[config.mk]
export PLATFORM = sky130hd
export DESIGN_NAME = mult_register_unit
export DESIGN_NICKNAME = d
export VERILOG_FILES = /design/src/rtl/mult_pkg.sv /design/src/rtl/mult_register_unit_add_sub9.sv /design/src/rtl/mult_register_unit.sv
export SDC_FILE = /design/constraint.sdc
export NUM_CORES = 1
export LEC_CHECK = 0
export BUFFER_PORTS_ARGS = -buffer_cell sky130_fd_sc_hd__clkbuf_2
export CORE_AREA = 4 4 53 55
export DETAILED_ROUTE_END_ITERATION = 6
export DIE_AREA = 0 0 57 59
export GPL_TIMING_DRIVEN = 1
export PLACE_DENSITY = 0.82
export SLEW_MARGIN = 20
export SYNTH_ARGS = -nofsm -noshare
export SYNTH_HDL_FRONTEND = slang
export SYNTH_HIERARCHICAL = 1
export SYNTH_SLANG_ARGS = --single-unit
export TNS_END_PERCENT = 20
[constraint.sdc]
create_clock -name Clk -period 5.5 [get_ports Clk]
set_input_delay 0.825 -clock Clk [delete_from_list [all_inputs] [get_ports Clk]]
set_output_delay 0.825 -clock Clk [all_outputs]
set_load 0.02 [all_outputs]
[src/rtl/mult_pkg.sv]
// Shared types for the add-shift multiplier datapath: operand width,
// the byte type, the decoded command and the register-file payload.
package mult_pkg;

  localparam int unsigned WIDTH = 8;

  typedef logic [WIDTH-1:0] byte_t;

  typedef enum logic [2:0] {
    CMD_NONE  = 3'd0,
    CMD_CLRLD = 3'd1,
    CMD_CLRA  = 3'd2,
    CMD_SUB   = 3'd3,
    CMD_ADD   = 3'd4,
    CMD_SHIFT = 3'd5
  } cmd_t;

  typedef struct packed {
    logic  x;
    byte_t a;
    byte_t b;
  } regs_t;

  // Collapse the one-hot-ish controller strobes into a single command.
  // Order of the tests is the execution priority.
  function automatic cmd_t encode_cmd(input logic clr_ld,
                                      input logic clr_a,
                                      input logic sub,
                                      input logic add,
                                      input logic shift);
    cmd_t cmd;
    cmd = CMD_NONE;
    if (clr_ld) begin
      cmd = CMD_CLRLD;
    end else if (clr_a) begin
      cmd = CMD_CLRA;
    end else if (sub) begin
      cmd = CMD_SUB;
    end else if (add) begin
      cmd = CMD_ADD;
    end else if (shift) begin
      cmd = CMD_SHIFT;
    end
    return cmd;
  endfunction

endpackage

[src/rtl/mult_register_unit_add_sub9.sv]
// (WIDTH+1)-bit two's-complement ripple adder/subtractor built from
// full-adder cells; both operands are sign-extended by one bit.

module fa_cell (
  input  logic a,
  input  logic b,
  input  logic cin,
  output logic sum,
  output logic cout
);

  assign sum  = a ^ b ^ cin;
  assign cout = (a & b) | (a & cin) | (b & cin);

endmodule

module add_sub9
  import mult_pkg::*;
(
  input  byte_t              a,
  input  byte_t              s,
  input  logic               sub,
  output logic [WIDTH:0]     sum
);

  logic [WIDTH:0] op_a;
  logic [WIDTH:0] op_s;
  logic [WIDTH:0] op_b;
  logic [WIDTH:0] carry;

  assign op_a = {a[WIDTH-1], a};
  assign op_s = {s[WIDTH-1], s};
  // Subtract as op_a + ~op_s + 1: invert the operand, inject 1 as carry-in.
  assign op_b     = op_s ^ {(WIDTH + 1){sub}};
  assign carry[0] = sub;

  for (genvar i = 0; i < WIDTH; i++) begin : g_cell
    fa_cell u_fa (
      .a    (op_a[i]),
      .b    (op_b[i]),
      .cin  (carry[i]),
      .sum  (sum[i]),
      .cout (carry[i+1])
    );
  end

  // Sign bit: the carry out of this position is discarded, so only the sum is formed.
  assign sum[WIDTH] = op_a[WIDTH] ^ op_b[WIDTH] ^ carry[WIDTH];

endmodule

[src/rtl/mult_register_unit.sv]
// Register stage under the add-shift multiplier controller: holds X, A and B
// and executes one controller command per clock.
module mult_register_unit
  import mult_pkg::*;
(
  input  logic              Clk,
  input  logic              Reset,
  input  logic [WIDTH-1:0]  S,
  input  logic              Clr_Ld,
  input  logic              ClrA,
  input  logic              Add,
  input  logic              Sub,
  input  logic              Shift,
  output logic [WIDTH-1:0]  Aval,
  output logic [WIDTH-1:0]  Bval,
  output logic              X,
  output logic              M
);

  cmd_t            cmd;
  logic [WIDTH:0]  sum;
  regs_t           regs_d;
  regs_t           regs_q;

  always_comb begin
    cmd = encode_cmd(Clr_Ld, ClrA, Sub, Add, Shift);
  end

  add_sub9 u_add_sub9 (
    .a   (regs_q.a),
    .s   (S),
    .sub (cmd == CMD_SUB),
    .sum (sum)
  );

  // Next-state selection; anything not commanded holds.
  always_comb begin
    regs_d = regs_q;
    unique case (cmd)
      CMD_CLRLD: begin
        regs_d.x = 1'b0;
        regs_d.a = '0;
        regs_d.b = S;
      end
      CMD_CLRA: begin
        regs_d.x = 1'b0;
        regs_d.a = '0;
      end
      CMD_SUB, CMD_ADD: begin
        regs_d.x = sum[WIDTH];
        regs_d.a = sum[WIDTH-1:0];
      end
      CMD_SHIFT: begin
        regs_d.a = {regs_q.x, regs_q.a[WIDTH-1:1]};
        regs_d.b = {regs_q.a[0], regs_q.b[WIDTH-1:1]};
      end
      default: begin
        regs_d = regs_q;
      end
    endcase
  end

  always_ff @(posedge Clk or posedge Reset) begin
    if (Reset) begin
      regs_q <= '0;
    end else begin
      regs_q <= regs_d;
    end
  end

  assign Aval = regs_q.a;
  assign Bval = regs_q.b;
  assign X    = regs_q.x;
  // Multiplier LSB back to the controller, straight from the register.
  assign M    = regs_q.b[0];

endmodule

==> results of run 1 <==
==> where the power goes <==
group | internal, W | leakage, nW | switching, W
clock | 0.0000283 | 0.0150 | 0.0000403
sequential | 0.000136 | 0.219 | 0.0000124
combinational | 0.0000395 | 0.412 | 0.0000538
total | 0.000204 | 0.645 | 0.000107
==> metal layers <==
metal  vias to the layer above  share of wire (%)  global-route usage (%)
met5                         -                  0                       0
met4                         0                2.5                   7.947
met3                         5                4.5                   3.050
met2                        21                 53                   25.45
met1                       408                 40                   17.48
li1                        386                  -                       -
==> worst paths after layout <==
check	startpoint	to	slack, ns	cells after the start
hold / removal	Bval[0]	Bval[0]	0.54	1
max in group asynchronous	Reset	Bval[6]	4.51	2
setup / recovery	Clr_Ld	X	0.56	16
setup reg to reg	Aval[0]	X	1.20	12
hold reg to reg	Bval[0]	Bval[0]	0.54	1
min in group asynchronous	Reset	Aval[1]	0.58	2
==> registers in the layout, indices dropped and copies added (netlist names) <==
signal / flops
Bval: 8
Aval: 8
X: 1
==> cells in the mapped netlist <==
cell type	n
clkbuf_1	1
inv_1	2
buf_4	2
a31oi_2	1
or2_0	1
a21oi_1	1
a221o_1	8
fa_1	8
buf_2	2
xor2_4	1
nor2_4	1
nor2_1	9
nand2_1	1
xor2_1	7
o21ai_0	1
buf_6	2
and2_1	9
and3_4	1
a211oi_1	8
mux2i_1	8
dfrtp_1	17
xnor2_1	2
==> cell usage in the layout, fill, tap and decap left out <==
master and n:
clkbuf_2 32, dfrtp_1 17, nor2_1 9, and2_1 9, a221o_1 8, mux2i_1 8, a211oi_1 8, fa_1 8
xor2_1 7, clkbuf_4 3, inv_1 2, xnor2_1 2, nor2_4 1, and3_4 1, a31oi_2 1, or2_0 1
nand2_1 1, o21ai_0 1, a21oi_1 1, clkbuf_1 1, xor2_4 1, buf_4 1
==> metrics by stage <==
step	util, %	setup slack, ns	total power (W)
after floorplan	-	0.5027	0.0002166
after global placement	53.20	0.3979	0.0002409
after detailed placement	53.20	0.2165	0.0002459
after CTS	54.30	0.5221	0.0003127
after global routing	54.30	0.3671	0.0003305
final	54.30	0.5591	0.0003101
==> final cells by class <==
cell class	count	share of cell area, %
inverter	2	0.5792
timing repair buffer	33	12.93
clock buffer	4	2.027
sequential	17	32.82
multi-input combinational	67	48.75
tap	30	2.896
==> worst max-delay path, stage by stage <==
cell,delay [ns]
clkbuf_2,0.17
nor2_1,0.08
and2_1,0.18
buf_4,0.20
fa_1,0.39
fa_1,0.39
fa_1,0.38
fa_1,0.39
fa_1,0.40
fa_1,0.39
fa_1,0.39
fa_1,0.39
xnor2_1,0.19
xnor2_1,0.14
o21ai_0,0.10
a21oi_1,0.15
==> logic make-up after synthesis <==
family	count (synthesis)	share of synthesized area [%]
muxes	8	7.175
and+or+nand+nor	22	10.99
DFF	17	38.12
xor gates and xnor gates	10	9.530
AOI/OAI and AO/OA	19	14.57
adders and majority gates	8	14.35
buffers and inverters	9	5.268
==> reports/metrics.cfg, run 1 <==
[clock_network]
root_buffer = clkbuf_4
cts-resized-gates = 0
postCtsHoldBufs = 0
cts_tree = done
clk_latency_ns = 0.30
clock-sinks = 17
clockBufferDepth = 2
clk_pin_slew_ns = 0.09
numCtsBuffers = 3
cts_setup_buffers = 0
cts_max_level = 1

[die]
die_y_um = 59
io_pins = 33
core_area_mm2 = 0.002387
rows = 18
dieArea_mm2 = 0.003363
start_util_pct = 46.75
die_w_um = 57

[sta]
tightest_slew_ns = 0.6400
setup_viol = 0
fmax_ghz = 0.2024
clock_skew_ns = 0.007667
hold_viol = 0
maxSlewViolCount = 0
relSlewSlack_pct = 57.29
fin_tns_setup_ns = 0
rsz0062_at_grt = no
whs_ns = 0.5447
period_share_pct = 89.83
period_minus_slack_ns = 4.941

[yosys]
syn_area_mm2 = 0.001116
synth_top_area_share_pct = 38.12
synth.net_count = 116
synth_area_leaders = dfrtp_1 38%, fa_1 14%, a221o_1 7.2%, mux2i_1 7.2%, xor2_1 5.5%
synth_area_leader_cell = dfrtp_1
postSynthCellCount = 93
syn_avg_cell_area_um2 = 12.00
ys_seq_elements = 17
ys_warn_count = 6
synth.distinct_cells = 22
seq_area_frac_synth_pct = 38.12

[layout]
drive_gt1_share_pct = 32.52
nNetsFinal = 147
fillers = 225
num_antenna_cells = 0
multiInputGateArea_um2 = 631.9
register_area_um2 = 425.4
area_growth_pct = 16.14
fin_cells = 153
fin_area_mm2 = 0.001296

[status]
status = complete, no violations

[place]
place_hpwl_mm = 1.851
placedCellCount = 149
gp_congestion = 0.7459
placed_area_mm2 = 0.001270
port_buffers = 32

[worst_setup_path]
criticalPathCategory = primary input to flip-flop
arrival_ns = 5.16
endpoint_kind = flip-flop
crit_path_max_fanout = 11
startpoint_type = primary input
cp_data_required_time_ns = 5.72

[detailed_routing]
drtIter0Drc = 28
drt-vias-per-instance = 5.359
vias = 820
dr.pass1.iters = 4
wire_per_inst_um = 14.73
drt_wl_total_mm = 2.254
route.detailed.drc = 0
antenna_left = 0

[pwr]
powerDensity_mw_per_mm2 = 239.2
leakage_nw = 0.6455
peakVddDrop_uv = 136.7

[global_routing]
antenna_found_initial = 0
grt_pass1_vias = 814
grt_pass1_wl_mm = 3.684
overflow = 0
grt_max_degree = 20
grtUsageTotal_pct = 14.82

[flow_run]
max-cap-violations = 0

[hold_path]
min_path_type = flip-flop to flip-flop

Power figures use the tool's default switching activity.
==> inputs of run 2 (changes only) <==
--- a/config.mk
+++ b/config.mk
@@ -10,7 +10,7 @@
 export DETAILED_ROUTE_END_ITERATION = 6
 export DIE_AREA = 0 0 57 59
 export GPL_TIMING_DRIVEN = 1
-export PLACE_DENSITY = 0.82
+export PLACE_DENSITY = 0.77
 export SLEW_MARGIN = 20
 export SYNTH_ARGS = -nofsm -noshare
 export SYNTH_HDL_FRONTEND = slang
==> reports/metrics.cfg, run 2 (synthesized netlist as in run 1, its figures left out) <==
[status]
status = complete, no violations

[layout]
fillers = 239  ; +6.2%
register_area_um2 = 425.4  ; unchanged
area_growth_pct = 16.26  ; about the same
layout_common_cells = 32 x clkbuf_2, 17 x dfrtp_1, 9 x nor2_1, 9 x and2_1
num_antenna_cells = 0  ; unchanged
drive_gt1_share_pct = 33.33  ; +0.81 points
multiInputGateArea_um2 = 631.9  ; unchanged
final_common_cell = clkbuf_2
nNetsFinal = 147  ; unchanged

[pwr]
leakage_nw = 0.6482  ; +0.42%
peakVddDrop_uv = 137.0  ; +0.19%
powerDensity_mw_per_mm2 = 239.7  ; +0.18%

[global_routing]
grtUsageTotal_pct = 15.04  ; +0.22 points
grt_pass1_wl_mm = 3.767  ; +2.3%
grt_max_degree = 20  ; unchanged
grt_pass1_vias = 820  ; +0.74%
overflow = 0  ; unchanged
antenna_found_initial = 0  ; unchanged

[sta]
fin_tns_setup_ns = 0  ; unchanged
maxSlewViolCount = 0  ; unchanged
period_share_pct = 88.38  ; -1.5 points
setup_viol = 0  ; unchanged
hold_viol = 0  ; unchanged
tightest_slew_ns = 0.6381  ; -0.001829 ns
relSlewSlack_pct = 57.41  ; +0.12 points
rsz0062_at_grt = no
whs_ns = 0.5523  ; +0.007597 ns
clock_skew_ns = 0.007981  ; +0.0003147 ns
period_minus_slack_ns = 4.861  ; -0.07998 ns
fmax_ghz = 0.2057  ; +1.6%

[worst_setup_path]
criticalPathCategory = primary input to flip-flop
cp_data_required_time_ns = 5.72  ; about the same
r2r_start = Aval[0]
rr_endpoint = X
rr_worst_depth = 12  ; unchanged
crit_path_max_fanout = 11  ; unchanged
endpoint_kind = flip-flop
reg2reg_slack_ns = 1.27  ; +0.07 ns
startpoint_type = primary input
arrival_ns = 5.08  ; -0.08 ns

[clock_network]
root_buffer = clkbuf_4
cts_setup_buffers = 0  ; unchanged
cts-resized-gates = 0  ; unchanged
clk_pin_slew_ns = 0.11  ; +0.02 ns
numCtsBuffers = 3  ; unchanged
cts_tree = done
postCtsHoldBufs = 0  ; unchanged
clock-sinks = 17  ; unchanged
clockBufferDepth = 2  ; unchanged
cts_max_level = 1  ; unchanged
clk_latency_ns = 0.30  ; about the same

[hold_path]
min_to = Bval[5]
min_path_type = flip-flop to flip-flop
hold_depth = 1  ; unchanged
hp-start = Bval[5]

[place]
place_hpwl_mm = 1.780  ; -3.8%
gp_congestion = 0.7992  ; +7.1%
port_buffers = 32  ; unchanged

[die]
io_pins = 33  ; unchanged
dieArea_mm2 = 0.003363  ; unchanged
die_w_um = 57  ; unchanged
rows = 18  ; unchanged
start_util_pct = 46.75  ; unchanged
die_y_um = 59  ; unchanged
core_area_mm2 = 0.002387  ; unchanged

[detailed_routing]
route.detailed.drc = 0  ; unchanged
antenna_left = 0  ; unchanged
drtIter0Drc = 17  ; -39%
wire_per_inst_um = 14.69  ; -0.27%
drt_wl_total_mm = 2.248  ; -0.27%
dr.pass1.iters = 4  ; unchanged
drt-vias-per-instance = 5.281  ; -1.5%
vias = 808  ; -1.5%

[flow_run]
max-cap-violations = 0  ; unchanged

-- run 2: worst max-delay path by stage --
| stage | end | slack, ns | cells after the start | from |
|---|---|---|---|---|
| 5_1_grt | X | 0.42 | 16 | Clr_Ld |
| 6_report | X | 0.64 | 16 | Clr_Ld |
| 3_5_place_dp | X | 0.33 | 16 | Clr_Ld |
| 4_1_cts | X | 0.63 | 16 | Clr_Ld |
| 2_1_floorplan | X | 0.50 | 16 | ClrA |
| 3_3_place_gp | X | 0.37 | 16 | Clr_Ld |
-- run 2: routing by layer --
metal / up-vias / track usage, % / part of all wire (%)
li1: 384 / - / -
met1: 395 / 19.30 / 42
met2: 23 / 24.31 / 52
met3: 6 / 1.525 / 3.5
met4: 0 / 9.934 / 3.0
met5: - / 0 / 0
-- run 2: cell type report --
class | count | share of cell area, %
well taps | 30 | 2.893
multi-input cells | 67 | 48.70
clock buffers | 3 | 1.736
inverters | 2 | 0.5786
repair buffers | 33 | 12.92
flip-flops and latches | 17 | 32.79
clock inverters | 1 | 0.3857
-- run 2: stage by stage --
stage | instances | util, % | power [W] | worst slack, ns | area (um2)
2_1_floorplan | 93 | - | 0.0002166 | 0.5027 | 1116
3_3_place_gp | 149 | 53.20 | 0.0002419 | 0.3738 | 1270
3_5_place_dp | 149 | 53.20 | 0.0002453 | 0.3252 | 1270
4_1_cts | 153 | 54.35 | 0.0003132 | 0.6288 | 1297
5_1_grt | 153 | 54.35 | 0.0003311 | 0.4159 | 1297
6_report | 153 | 54.35 | 0.0003110 | 0.6391 | 1297
-- run 2: critical path: stages --
cell and delay, ns:
clkbuf_2 0.18, nor2_1 0.07, and2_1 0.17, buf_4 0.19
fa_1 0.40, fa_1 0.39, fa_1 0.39, fa_1 0.39
fa_1 0.38, fa_1 0.39, fa_1 0.38, fa_1 0.38
xnor2_1 0.17, xnor2_1 0.13, o21ai_0 0.09, a21oi_1 0.14
-- run 2: power breakdown --
| part | switching [W] | internal, W | total (W) |
|---|---|---|---|
| Clock | 0.0000426 | 0.0000271 | 0.0000696 |
| Sequential | 0.0000125 | 0.000136 | 0.000148 |
| Combinational | 0.0000534 | 0.0000396 | 0.0000930 |
